**src/rtl/reg_debug_display_pkg.sv**
```systemverilog
// Shared constants for the register-file debug display: digit/register counts and
// active-low 7-segment patterns ordered {g,f,e,d,c,b,a}.
package reg_debug_display_pkg;

  localparam int NDIGITS = 8;
  localparam int NREGS   = 32;
  localparam int IDX_W   = $clog2(NREGS);
  localparam int DIG_W   = $clog2(NDIGITS);

  localparam logic [6:0] SEG_0     = 7'h40;
  localparam logic [6:0] SEG_1     = 7'h79;
  localparam logic [6:0] SEG_2     = 7'h24;
  localparam logic [6:0] SEG_3     = 7'h30;
  localparam logic [6:0] SEG_4     = 7'h19;
  localparam logic [6:0] SEG_5     = 7'h12;
  localparam logic [6:0] SEG_6     = 7'h02;
  localparam logic [6:0] SEG_7     = 7'h78;
  localparam logic [6:0] SEG_8     = 7'h00;
  localparam logic [6:0] SEG_9     = 7'h10;
  localparam logic [6:0] SEG_A     = 7'h08;
  localparam logic [6:0] SEG_B     = 7'h03;
  localparam logic [6:0] SEG_C     = 7'h46;
  localparam logic [6:0] SEG_D     = 7'h21;
  localparam logic [6:0] SEG_E     = 7'h06;
  localparam logic [6:0] SEG_F     = 7'h0E;
  localparam logic [6:0] SEG_BLANK = 7'h7F;

endpackage

```
**src/rtl/reg_debug_display_if.sv**
```systemverilog
// Register-file debug read port. No valid/ready: the reader drives ReadReg and the
// regfile answers combinationally on RegData for that same index, every cycle.
interface reg_debug_display_if;
  import reg_debug_display_pkg::*;

  logic [IDX_W-1:0] ReadReg;
  logic [31:0]      RegData;

  modport master (output ReadReg, input RegData);
  modport slave  (input ReadReg, output RegData);

endinterface

```
**src/rtl/reg_debug_display_btn_debounce.sv**
```systemverilog
// Push-button conditioner: 2-flop synchroniser, stability counter, and a single-cycle
// pulse when a new high level is accepted.
module btn_debounce #(
  parameter int DEBOUNCE = 1000000
) (
  input  logic CLK,
  input  logic Reset,
  input  logic btn_i,
  output logic pulse_o
);

  localparam int CW = (DEBOUNCE > 1) ? $clog2(DEBOUNCE) : 1;

  logic [1:0]    sync_q;
  logic          btn_s;
  logic          stable_q, stable_d;
  logic [CW-1:0] cnt_q, cnt_d;
  logic          pulse_q, pulse_d;

  assign btn_s   = sync_q[1];
  assign pulse_o = pulse_q;

  // Counter runs only while the sampled level disagrees with the accepted one, so
  // any return to the accepted level before the limit discards the glitch.
  always_comb begin
    stable_d = stable_q;
    cnt_d    = '0;
    pulse_d  = 1'b0;
    if (btn_s != stable_q) begin
      if (cnt_q == CW'(DEBOUNCE - 1)) begin
        stable_d = btn_s;
        pulse_d  = btn_s;
      end else begin
        cnt_d = cnt_q + CW'(1);
      end
    end
  end

  always_ff @(posedge CLK or negedge Reset) begin
    if (!Reset) begin
      sync_q   <= 2'b00;
      stable_q <= 1'b0;
      cnt_q    <= '0;
      pulse_q  <= 1'b0;
    end else begin
      sync_q   <= {sync_q[0], btn_i};
      stable_q <= stable_d;
      cnt_q    <= cnt_d;
      pulse_q  <= pulse_d;
    end
  end

endmodule

```
**src/rtl/reg_debug_display.sv**
```systemverilog
// Selects a register on the regfile debug port and shows its value as 8 hex digits on a
// multiplexed active-low 7-segment display; index stepped by buttons or auto-scan.
module reg_debug_display
  import reg_debug_display_pkg::*;
#(
  parameter int DIGIT_DIV  = 100000,
  parameter int DEBOUNCE   = 1000000,
  parameter int AUTO_TICKS = 50000000
) (
  input  logic                       CLK,
  input  logic                       Reset,
  input  logic                       BtnNext,
  input  logic                       BtnPrev,
  input  logic                       AutoScan,
  reg_debug_display_if.master        dbg,
  output logic [NDIGITS-1:0]         AN,
  output logic [6:0]                 SEG
);

  localparam int DIV_W  = (DIGIT_DIV  > 1) ? $clog2(DIGIT_DIV)  : 1;
  localparam int AUTO_W = (AUTO_TICKS > 1) ? $clog2(AUTO_TICKS) : 1;

  function automatic logic [6:0] hex7(input logic [3:0] nib);
    case (nib)
      4'h0: hex7 = SEG_0;  4'h1: hex7 = SEG_1;  4'h2: hex7 = SEG_2;  4'h3: hex7 = SEG_3;
      4'h4: hex7 = SEG_4;  4'h5: hex7 = SEG_5;  4'h6: hex7 = SEG_6;  4'h7: hex7 = SEG_7;
      4'h8: hex7 = SEG_8;  4'h9: hex7 = SEG_9;  4'hA: hex7 = SEG_A;  4'hB: hex7 = SEG_B;
      4'hC: hex7 = SEG_C;  4'hD: hex7 = SEG_D;  4'hE: hex7 = SEG_E;  default: hex7 = SEG_F;
    endcase
  endfunction

  logic next_p, prev_p;

  btn_debounce #(.DEBOUNCE(DEBOUNCE)) u_next (
    .CLK(CLK), .Reset(Reset), .btn_i(BtnNext), .pulse_o(next_p)
  );

  btn_debounce #(.DEBOUNCE(DEBOUNCE)) u_prev (
    .CLK(CLK), .Reset(Reset), .btn_i(BtnPrev), .pulse_o(prev_p)
  );

  logic [1:0]          auto_sync_q;
  logic                auto_s;
  logic [AUTO_W-1:0]   auto_cnt_q, auto_cnt_d;
  logic                auto_tc;
  logic [IDX_W-1:0]    idx_q, idx_d;
  logic [DIV_W-1:0]    div_q, div_d;
  logic                div_tc;
  logic [DIG_W-1:0]    digit_q, digit_d;
  logic                frame_end;
  logic [31:0]         show_q, show_d;
  logic [NDIGITS-1:0]  an_q, an_d;
  logic [6:0]          seg_q, seg_d;

  assign auto_s      = auto_sync_q[1];
  assign auto_tc     = auto_s && (auto_cnt_q == AUTO_W'(AUTO_TICKS - 1));
  assign div_tc      = (div_q == DIV_W'(DIGIT_DIV - 1));
  assign frame_end   = div_tc && (digit_q == DIG_W'(NDIGITS - 1));
  assign dbg.ReadReg = idx_q;
  assign AN          = an_q;
  assign SEG         = seg_q;

  // Index: auto-scan owns the index while enabled; simultaneous Next+Prev cancel.
  always_comb begin
    auto_cnt_d = '0;
    idx_d      = idx_q;
    if (auto_s) begin
      if (auto_tc) idx_d = idx_q + IDX_W'(1);
      else         auto_cnt_d = auto_cnt_q + AUTO_W'(1);
    end else if (next_p && !prev_p) begin
      idx_d = idx_q + IDX_W'(1);
    end else if (prev_p && !next_p) begin
      idx_d = idx_q - IDX_W'(1);
    end
  end

  // Scan: the shown value is latched only on the 7->0 digit wrap so a frame is coherent.
  always_comb begin
    div_d   = div_tc ? '0 : div_q + DIV_W'(1);
    digit_d = div_tc ? digit_q + DIG_W'(1) : digit_q;
    show_d  = frame_end ? dbg.RegData : show_q;
    an_d    = ~(NDIGITS'(1) << digit_q);
    seg_d   = hex7(show_q[{digit_q, 2'b00} +: 4]);
  end

  always_ff @(posedge CLK or negedge Reset) begin
    if (!Reset) begin
      auto_sync_q <= 2'b00;
      auto_cnt_q  <= '0;
      idx_q       <= '0;
      div_q       <= '0;
      digit_q     <= '0;
      show_q      <= '0;
      an_q        <= '1;
      seg_q       <= SEG_BLANK;
    end else begin
      auto_sync_q <= {auto_sync_q[0], AutoScan};
      auto_cnt_q  <= auto_cnt_d;
      idx_q       <= idx_d;
      div_q       <= div_d;
      digit_q     <= digit_d;
      show_q      <= show_d;
      an_q        <= an_d;
      seg_q       <= seg_d;
    end
  end

endmodule

```
**src/flat_wrapper.sv**
```systemverilog
// flat-port wrapper written by rule: the top's interface ports become plain ports
module reg_debug_display_flat import reg_debug_display_pkg::*;
#(
  parameter int DIGIT_DIV  = 100000,
  parameter int DEBOUNCE   = 1000000,
  parameter int AUTO_TICKS = 50000000
)
  (CLK, Reset, BtnNext, BtnPrev, AutoScan, AN, SEG, dbg_ReadReg, dbg_RegData);
  reg_debug_display_if dbg_i ();
  input  logic CLK;
  input  logic Reset;
  input  logic BtnNext;
  input  logic BtnPrev;
  input  logic AutoScan;
  output logic [NDIGITS-1:0] AN;
  output logic [6:0] SEG;
  output wire logic [$bits(dbg_i.ReadReg)-1:0] dbg_ReadReg;
  input wire logic [$bits(dbg_i.RegData)-1:0] dbg_RegData;
  assign dbg_ReadReg = dbg_i.ReadReg;
  assign dbg_i.RegData = dbg_RegData;
  reg_debug_display #(.DIGIT_DIV(DIGIT_DIV), .DEBOUNCE(DEBOUNCE), .AUTO_TICKS(AUTO_TICKS)) u_core (.CLK(CLK), .Reset(Reset), .BtnNext(BtnNext), .BtnPrev(BtnPrev), .AutoScan(AutoScan), .dbg(dbg_i), .AN(AN), .SEG(SEG));
endmodule
```
**config.mk**
```make
export PLATFORM = sky130hd
export DESIGN_NAME = reg_debug_display_flat
export DESIGN_NICKNAME = d
export VERILOG_FILES = /design/src/rtl/reg_debug_display_pkg.sv /design/src/rtl/reg_debug_display_if.sv /design/src/rtl/reg_debug_display_btn_debounce.sv /design/src/rtl/reg_debug_display.sv /design/src/flat_wrapper.sv
export SDC_FILE = /design/constraint.sdc
export NUM_CORES = 1
export LEC_CHECK = 0
export BUFFER_PORTS_ARGS = -buffer_cell sky130_fd_sc_hd__buf_2
export CAP_MARGIN = 20
export CORE_MARGIN = 2
export CORE_UTILIZATION = 65
export DETAILED_ROUTE_END_ITERATION = 10
export PLACE_DENSITY = 0.9
export REMOVE_ABC_BUFFERS = 1
export SYNTH_ARGS = -nofsm -noshare
export SYNTH_HDL_FRONTEND = slang
export SYNTH_HIERARCHICAL = 1
export SYNTH_SLANG_ARGS = --single-unit
```
**constraint.sdc**
```tcl
create_clock -name CLK -period 4.7 [get_ports CLK]
set_clock_uncertainty 0.05 [all_clocks]
set_input_delay 0.94 -clock CLK [delete_from_list [all_inputs] [get_ports CLK]]
set_output_delay 0.94 -clock CLK [all_outputs]
set_load 0.01 [all_outputs]
```
==> results.cfg <==
[clock_network]
holdBufCountCts = 0
h-tree-depth = 4
cts.sinks = 148
clock_latency_ns = 0.53
root_buffer = clkbuf_8
clk_pin_slew_ns = 0.06
cts_tree = done
cts.path.max_buffers = 2
post-cts-setup-buffers = 0
cts_buffers = 17
cts-resized-gates = 0

[final_layout]
fill_cells = 671
ff_latch_area_um2 = 3720
layout_commonest_cell = dfrtp_1
multi_input_area_um2 = 3290
finish.utilization = 0.748
nets = 731
drive_gt1_frac = 0.244
antenna_cells = 0
stdcell_count = 828
mostFrequentLayoutCells = 133 x dfrtp_1, 74 x nor2_1, 55 x buf_2, 37 x xnor2_1, 36 x nand2_1
area_delta_synth_final_pct = 12.7

[synth]
synth_compound_area_frac = 0.0464
synth_top_family_by_area = simple AND/OR/NAND/NOR gates
synth.distinct_cells = 59
synth_fa_ha_area_frac = 0.0295
ys.flop_type = dfrtp_1
synth-xor-area-share = 0.0874
synth-simple-area-share = 0.194
synth_warnings = 6
async_reset_ff_frac = 1.00
avgSynthCellArea_um2 = 11.7
ys_seq_area_frac = 0.517
synthCells = 613
syn_area_um2 = 7200
synth-edff-count = 0
synth_seq_cells = 148
muxShareOfSynthArea = 0.100

[placed_design]
portBuffers = 56
dp_slack_ns = 1.80
dp_cells = 798
gp_congestion = 0.850
dp_hpwl_um = 9860

[timing]
maxSlewHeadroom = 0.339
fin_tns_setup_ns = 0
period_share = 0.634
setup_viol = 0
finalHoldViolations = 0
fmax_ghz = 0.335
rsz0062_at_grt = no
slew_violations = 0
period_minus_slack_ns = 2.98
tightest_slew_ns = 0.988
setup_slack_ns = 1.72

[floorplanning]
num_rows = 38
fp.coreArea_um2 = 10800
die_h_um = 109
initial_core_util = 0.664
dieArea_um2 = 11900
ios = 57
die_w_um = 109

[critical_path]
critPathLaunchType = flip-flop
end_kind = flip-flop
crit_arrival_ns = 3.38
worstPathMaxFanout = 11
worstSetupPathType = reg2reg
crit_required_ns = 5.10

[global_routing]
grt_pass1_wl_um = 25000
grt_max_degree = 92
gr-total-overflow = 0
antenna_found_initial = 0
grt_pass1_vias = 5247
grtUsageTotal = 0.273

[power]
power.leakage_nw = 3.64
powerDensity_nw_per_um2 = 338
peakVddDrop_uv = 319

[route]
drtAntennaViolNets = 0
routedWlPerCell_um = 18.1
drt_first_pass_iters = 5
first_iter_violations = 493
drc = 0
vias = 5094
drt-vias-per-instance = 6.15
drt_wl_total_um = 15000

[worst_hold_path]
hold_path.class = reg2reg

[job]
drv_cap = 0

[outcome]
outcome = complete, no violations
==> final cells by class <==
class	count	share of cell area
Clock buffer	19	0.0520
Multi-Input combinational cell	430	0.406
Clock inverter	11	0.0131
Sequential cell	148	0.459
Inverter	20	0.00925
Timing Repair Buffer	60	0.0390
Tap cell	140	0.0216
==> cells in the mapped netlist, types with 9 or more instances <==
library cell,count,area (um2)
a21oi_1,12,60.1
and3_1,10,62.6
and4_1,10,87.6
dfrtp_1,133,3330
dfstp_2,15,394
ha_1,17,213
inv_1,19,71.3
mux2_2,31,349
mux2i_1,9,90.1
nand2_1,36,135
nand3_1,27,135
nand4_1,13,81.3
nor2_1,74,278
nor3_1,12,60.1
nor4_1,11,68.8
xnor2_1,37,324
xor2_1,33,289
==> where the power goes <==
part | leakage, nW | internal, W | switching (W)
registers | 1.97 | 0.00131 | 0.0000417
clock network | 0.251 | 0.000699 | 0.000512
logic | 1.42 | 0.0000806 | 0.0000989
total | 3.64 | 0.00209 | 0.000652
==> path summary, 6_finish.rpt <==
kind                                         start                       to  slack (ns)  cells after the start
hold reg to reg            u_core/u_prev/sync_q[0]  u_core/u_prev/sync_q[1]        0.30                      0
setup reg to reg                 u_core/digit_q[0]            u_core/SEG[3]        1.72                      8
hold / removal             u_core/u_prev/sync_q[0]  u_core/u_prev/sync_q[1]        0.30                      0
max in group asynchronous                    Reset            u_core/SEG[4]        3.20                      2
min in group asynchronous                    Reset    u_core/dbg.ReadReg[3]        0.44                      1
setup / recovery                 u_core/digit_q[0]            u_core/SEG[3]        1.72                      8
==> layer usage <==
layer	routed length (um)	vias to the layer above	GRT usage
met5	0	-	0
met4	243	0	0.106
met3	638	28	0.0717
met2	8070	152	0.465
met1	6080	2599	0.334
li1	-	2315	-
==> registers in the layout, indices dropped and copies added, names as in the netlist <==
| register | flops |
|---|---|
| u_core/show_q | 32 |
| u_core/auto_cnt_q | 26 |
| u_core/u_next/cnt_q | 20 |
| u_core/u_prev/cnt_q | 20 |
| u_core/div_q | 17 |
| u_core/AN | 8 |
| u_core/SEG | 7 |
| u_core/dbg.ReadReg | 5 |
| u_core/digit_q | 3 |
| u_core/auto_sync_q | 2 |
| u_core/u_next/sync_q | 2 |
| u_core/u_prev/sync_q | 2 |
| u_core/u_next/pulse_o | 1 |
| u_core/u_next/stable_q | 1 |
| u_core/u_prev/pulse_o | 1 |
| u_core/u_prev/stable_q | 1 |
==> per-stage QoR <==
step                      cell area (um2)  power, W  hold WS (ns)
final                                8110   0.00274         0.298
after global routing                 8110   0.00285         0.318
after CTS                            8110   0.00277         0.299
after detailed placement             7580   0.00155         0.286
after global placement               7580   0.00154         0.284
after floorplan                      7090   0.00146         0.281
==> cells by family after synthesis <==
logic type / count (synthesis)
XOR/XNOR: 71
buffers and inverters: 35
multiplexers: 53
AO/OA/AOI/OAI: 42
adder cells (fa/ha/maj): 17
flip-flops: 148
AND/OR/NAND/NOR: 247
==> worst max-delay path, cell delays in order, from the launching register on <==
cell and delay (ns):
dfrtp_1 0.70, mux4_1 0.64, mux2i_1 0.59, inv_1 0.16
ha_1 0.26, inv_1 0.09, nor2_1 0.06, nand3b_1 0.22
o21a_1 0.13
Note: power is estimated with default switching activity, not from simulation.
